[config.mk]
export PLATFORM = sky130hd
export DESIGN_NAME = cpu_phase_ctrl
export DESIGN_NICKNAME = d
export VERILOG_FILES = /design/src/rtl/cpu_clk_pkg.sv /design/src/rtl/cpu_phase_counter.sv /design/src/rtl/cpu_phase_ctrl.sv
export SDC_FILE = /design/constraint.sdc
export NUM_CORES = 1
export LEC_CHECK = 0
export BUFFER_PORTS_ARGS = -buffer_cell sky130_fd_sc_hd__clkbuf_2
export CORE_MARGIN = 2
export CORE_UTILIZATION = 35
export CTS_BUF_LIST = sky130_fd_sc_hd__clkbuf_4 sky130_fd_sc_hd__clkbuf_8
export DETAILED_ROUTE_END_ITERATION = 7
export SLEW_MARGIN = 40
export SYNTH_ARGS = -nofsm -noshare
export SYNTH_HDL_FRONTEND = slang
export SYNTH_HIERARCHICAL = 1
export SYNTH_SLANG_ARGS = --single-unit
export TNS_END_PERCENT = 10
[constraint.sdc]
create_clock -name clock -period 3.24 [get_ports clock]
set_input_delay 0.324 -clock clock [delete_from_list [all_inputs] [get_ports clock]]
set_output_delay 0.324 -clock clock [all_outputs]
set_load 0.02 [all_outputs]
[src/rtl/cpu_clk_pkg.sv]
// Shared types and phase-decode constants for the CPU phase sequencer.
package cpu_clk_pkg;

    typedef enum logic [1:0] {
        ST_HOLD   = 2'd0,
        ST_RUN    = 2'd1,
        ST_HALTED = 2'd2,
        ST_STEP   = 2'd3
    } state_t;

    localparam int PH_IMEM = 0;

    function automatic int ph_dmem(input int phases);
        return phases / 2;
    endfunction

    function automatic int ph_commit(input int phases);
        return phases - 1;
    endfunction

endpackage

[src/rtl/cpu_phase_counter.sv]
// Mod-PHASES phase counter: clear wins over run; wrap flags the last phase.
module cpu_phase_counter #(
    parameter int PHASES = 4,
    parameter int PW     = $clog2(PHASES)
) (
    input  logic          clock,
    input  logic          reset,
    input  logic          clear_i,
    input  logic          run_i,
    output logic [PW-1:0] phase_o,
    output logic          wrap_o
);

    logic [PW-1:0] phase_q, phase_d;

    assign wrap_o  = (phase_q == PW'(PHASES - 1));
    assign phase_o = phase_q;

    always_comb begin
        phase_d = phase_q;
        if (clear_i) begin
            phase_d = '0;
        end else if (run_i) begin
            phase_d = wrap_o ? '0 : phase_q + PW'(1);
        end
    end

    always_ff @(posedge clock) begin
        if (reset) begin
            phase_q <= '0;
        end else begin
            phase_q <= phase_d;
        end
    end

endmodule

[src/rtl/cpu_phase_ctrl.sv]
// Phase sequencer driving one-cycle enables for imem/dmem/regfile/processor,
// with stretched core reset, halt/single-step and a processor cycle counter.
//
// state  | meaning
// HOLD   | core_reset asserted, counting down the reset stretch
// RUN    | free-running processor cycles
// HALTED | parked at phase 0, no enables
// STEP   | one processor cycle, then back to HALTED
module cpu_phase_ctrl
    import cpu_clk_pkg::*;
#(
    parameter int PHASES   = 4,
    parameter int RST_HOLD = 8,
    parameter int PW       = $clog2(PHASES)
) (
    input  logic          clock,
    input  logic          reset,
    input  logic          halt_req,
    input  logic          step_req,
    output logic          core_reset,
    output logic          imem_en,
    output logic          dmem_en,
    output logic          regfile_en,
    output logic          processor_en,
    output logic [PW-1:0] phase,
    output logic          halted,
    output logic [31:0]   cycle_count
);

    localparam int HW = (RST_HOLD > 1) ? $clog2(RST_HOLD) : 1;

    state_t        state_q, state_d;
    logic [HW-1:0] hold_cnt_q, hold_cnt_d;
    logic [31:0]   cycle_count_q, cycle_count_d;
    logic [PW-1:0] phase_q;
    logic          cnt_clear, cnt_run, cnt_wrap;
    logic          active;

    cpu_phase_counter #(
        .PHASES (PHASES),
        .PW     (PW)
    ) u_phase_counter (
        .clock   (clock),
        .reset   (reset),
        .clear_i (cnt_clear),
        .run_i   (cnt_run),
        .phase_o (phase_q),
        .wrap_o  (cnt_wrap)
    );

    always_comb begin
        state_d       = state_q;
        hold_cnt_d    = hold_cnt_q;
        cycle_count_d = cycle_count_q;
        cnt_clear     = 1'b1;
        cnt_run       = 1'b0;
        case (state_q)
            ST_HOLD: begin
                if (hold_cnt_q == '0) begin
                    state_d = halt_req ? ST_HALTED : ST_RUN;
                end else begin
                    hold_cnt_d = hold_cnt_q - HW'(1);
                end
            end
            ST_RUN: begin
                cnt_clear = 1'b0;
                cnt_run   = 1'b1;
                if (cnt_wrap) begin
                    cycle_count_d = cycle_count_q + 32'd1;
                    if (halt_req) begin
                        state_d = ST_HALTED;
                    end
                end
            end
            ST_STEP: begin
                cnt_clear = 1'b0;
                cnt_run   = 1'b1;
                if (cnt_wrap) begin
                    cycle_count_d = cycle_count_q + 32'd1;
                    state_d       = ST_HALTED;
                end
            end
            ST_HALTED: begin
                // Dropping halt resumes even if a step is requested in the same cycle.
                if (!halt_req) begin
                    state_d = ST_RUN;
                end else if (step_req) begin
                    state_d = ST_STEP;
                end
            end
            default: state_d = ST_HOLD;
        endcase
    end

    always_ff @(posedge clock) begin
        if (reset) begin
            state_q       <= ST_HOLD;
            hold_cnt_q    <= HW'(RST_HOLD - 1);
            cycle_count_q <= '0;
        end else begin
            state_q       <= state_d;
            hold_cnt_q    <= hold_cnt_d;
            cycle_count_q <= cycle_count_d;
        end
    end

    assign active       = (state_q == ST_RUN) || (state_q == ST_STEP);
    assign core_reset   = (state_q == ST_HOLD);
    assign halted       = (state_q == ST_HALTED);
    assign imem_en      = active && (phase_q == PW'(PH_IMEM));
    assign dmem_en      = active && (phase_q == PW'(ph_dmem(PHASES)));
    assign regfile_en   = active && (phase_q == PW'(ph_commit(PHASES)));
    assign processor_en = regfile_en;
    assign phase        = phase_q;
    assign cycle_count  = cycle_count_q;

endmodule

==> impl_metrics.py <==
metrics = {
    "setup_path": {
        "timing.critical_path.arrival_ps": 2590,
        "worstPathRequired_ps": 3450,
        "timing.rr.end": "cycle_count[13]$_SDFFE_PP0P_",
        "r2r.worst_path.cells": 5,
        "crit_path_cell_trace": "ha_1, nand3_1, or3_1, or4_1, a21oi_1",
        "critical_path_class": "reg -> reg",
        "cpLargestDelayFamily": "simple AND/OR/NAND/NOR gates",
        "critical_path_peak_fanout": 11,
        "cp_num_buf_inv": 0,
        "slowest_stage": "or3_1",
        "critPathCaptureType": "flop",
        "regToRegSetupSlack_ps": 860,
        "timing.critical_path.slowest_cell_delay_ps": 580,
        "cp-start-kind": "flop",
        "r2r_start": "u_phase_counter/phase_o[0]$_SDFFE_PP0P_",
    },
    "logic_synthesis": {
        "yosys.cell_types.count": 39,
        "synth_top_cell_by_area": "dfxtp_1",
        "main_synth_ff_type": "dfxtp_1",
        "synth_most_common_cell": "dfxtp_1",
        "seq_area_frac_synth": 0.388,
        "synth_edf_count": 0,
        "post_synth_inst_count": 239,
        "synth_top_area_share": 0.388,
        "synthesis.area_per_instance_sq_um": 8.42,
        "synth.cells.most_frequent": "dfxtp_1 (39), a21oi_1 (24), or4_1 (19)",
        "post_synth_instance_area_sq_um": 2010,
        "synth_warnings": 6,
        "synth_seq_cells": 39,
        "synth.net_count": 247,
        "async_flop_share": 0,
        "synth.top_cells.by_area": "dfxtp_1 (39%), or4_1 (7.1%), a21oi_1 (6.0%)",
    },
    "die": {
        "effective_utilization_at_floorplan": 0.363,
        "die_width_um": 79.8,
        "design.core.area_sq_um": 5540,
        "top_level_ports": 44,
        "row_count": 27,
        "dieArea_sq_um": 6370,
        "die_h_um": 79.8,
    },
    "min_path": {
        "worst_hold_path.endpoint": "state_q[1]$_SDFFE_PP0P_",
        "startpoint_of_the_worst_hold_path": "halt_req",
        "worst_hold_path_type": "in -> reg",
        "cell_count_of_the_worst_hold_path": 3,
    },
    "final_layout": {
        "drive_above_1_share": 0.210,
        "finish.net_count": 278,
        "filler_cell_count": 594,
        "layout_area_growth_over_synthesis_pct": 15.2,
        "num_antenna_cells": 0,
    },
    "clocking": {
        "htree_levels": 2,
        "post-cts-setup-buffer-count": 0,
        "ctsRootBufferMaster": "clkbuf_8",
        "postCtsResizedCells": 0,
        "postCtsHoldBufs": 0,
        "total_cts_buffers": 5,
        "cts_max_path_buffers": 2,
        "clkLatencyLatePin_ps": 300,
        "tritoncts": "built",
        "path_clk_slew_ps": 80,
        "clkSinkCount": 39,
    },
    "sta": {
        "layout_worst_path_cycle_share": 0.734,
        "period_needed_ps": 2380,
        "worst_pin_slew_ps": 744,
        "fin_worst_skew_ps": 10.8,
        "fin_hold_ws_ps": 328,
        "setup_violations": 0,
        "final_max_slew_viol_count": 0,
        "rsz0062_at_grt": "no",
        "timing.fmax_mhz": 421,
        "headroom_to_the_max_slew_limit": 0.504,
        "fin_setup_tns_ps": 0,
        "final_hold_viol_count": 0,
    },
    "power_and_ir_drop": {
        "power_switching_share": 0.212,
        "net-switching-power_uw": 201,
        "p_clk_frac": 0.450,
        "worst_vdd_ir_v": 0.000200,
        "intPower_uw": 747,
        "total_leakage_power_uw": 0.000835,
        "power.combinational.fraction": 0.035,
        "seq_power_share": 0.516,
        "power.density_cell_area_nw_per_um2": 409,
    },
    "placed_design": {
        "gp_routability_congestion": 0.715,
        "port_buffers": 43,
        "place_hpwl_mm": 3.11,
    },
    "flow_run": {
        "number_of_max_capacitance_violations_reported": 0,
    },
    "global_routing": {
        "globalRouteOverflowTotal": 0,
        "antenna_found_initial": 0,
        "number_of_global_route_vias_before_repair": 1627,
        "grt_first_pass_wirelength_mm": 7.51,
        "largest_net_degree_at_the_start_of_global_routing": 40,
        "globalRouteTotalUtil": 0.149,
    },
    "route": {
        "vias_per_cell": 5.45,
        "wl_mm": 4.58,
        "remaining_drc_errors": 0,
        "route.detailed.wl_per_inst_um": 13.3,
        "vias": 1868,
        "drtIter0Drc": 83,
        "detail_route.first_pass.iterations": 4,
        "drt.antenna.violating_nets": 0,
    },
    "outcome": {
        "status": "complete, no violations",
    },
}
[per-layer routing]
metal	vias up	GRT usage	routed length, um
met5	-	0	0
met4	0	0.0475	53
met3	5	0.0419	238
met2	47	0.220	1980
met1	865	0.208	2310
li1	951	-	-
[placed cells by master, fill, tap and decap left out, drive strengths merged, types with 7 or more instances in the layout]
cell	n
or4	19
inv	10
clkbuf	48
nor2	14
xnor2	7
nand2	15
dfxtp	39
o21ai	7
o31ai	16
nand4	13
nand3	13
a21oi	24
or3	8
[sequential cells by signal, indices dropped and copies added (netlist names)]
register / flops
cycle_count: 32
u_phase_counter/phase_o: 2
hold_cnt_q: 3
state_q: 2
[worst register-to-register path, stage by stage, from the launching register on]
cell and delay (ps):
dfxtp_1 440, ha_1 380, nand3_1 200, or3_1 580, or4_1 540, a21oi_1 160
[power groups by stage]
stage | registers (uW) | logic, uW | clock network [uW]
floorplan | 499 | 29.1 | 0
global placement | 500 | 32.4 | 0
detailed placement | 500 | 33.7 | 0
CTS | 489 | 33.8 | 437
global route | 490 | 37.2 | 459
finish | 489 | 33.0 | 426
[final cells by class]
cell class,instances,area [sq um],area share
clock inverters,2,35.0,0.0151
clock buffers,6,82.6,0.0356
inverters,10,37.5,0.0162
flip-flops and latches,39,781,0.337
multi-input cells,171,1080,0.464
repair buffers,43,215,0.0929
well taps,72,90.1,0.0389
[logic make-up after synthesis]
family,Yosys count,share of synthesized area
buffers and inverters,29,0.0771
multiplexers,1,0.00498
flip-flops,39,0.388
AO/OA/AOI/OAI,53,0.162
adder cells (fa/ha/maj),4,0.0249
XOR/XNOR,11,0.0479
AND/OR/NAND/NOR,102,0.295
[through the flow]
stage / area (sq um) / worst slack (ps) / instances / util / power, uW
global route: 2320 / 721 / 343 / 0.418 / 986
finish: 2320 / 862 / 343 / 0.418 / 948
floorplan: 2010 / 1020 / 239 / - / 528
global placement: 2200 / 947 / 335 / 0.397 / 532
detailed placement: 2200 / 897 / 335 / 0.397 / 534
CTS: 2320 / 879 / 343 / 0.418 / 960
[worst max-delay path by stage]
| stage | startpoint | end | slack [ps] | cells after the start |
|---|---|---|---|---|
| 5_1_grt | u_phase_counter/phase_o[0]$_SDFFE_PP0P_ | cycle_count[29]$_SDFFE_PP0P_ | 720 | 5 |
| 3_3_place_gp | u_phase_counter/phase_o[0]$_SDFFE_PP0P_ | cycle_count[29]$_SDFFE_PP0P_ | 950 | 5 |
| 3_5_place_dp | u_phase_counter/phase_o[0]$_SDFFE_PP0P_ | cycle_count[31]$_SDFFE_PP0P_ | 900 | 5 |
| 2_1_floorplan | u_phase_counter/phase_o[0]$_SDFFE_PP0P_ | cycle_count[29]$_SDFFE_PP0P_ | 1020 | 7 |
| 6_report | u_phase_counter/phase_o[0]$_SDFFE_PP0P_ | cycle_count[13]$_SDFFE_PP0P_ | 860 | 5 |
| 4_1_cts | u_phase_counter/phase_o[0]$_SDFFE_PP0P_ | cycle_count[29]$_SDFFE_PP0P_ | 880 | 5 |
Note: power is estimated with default switching activity, not from simulation.
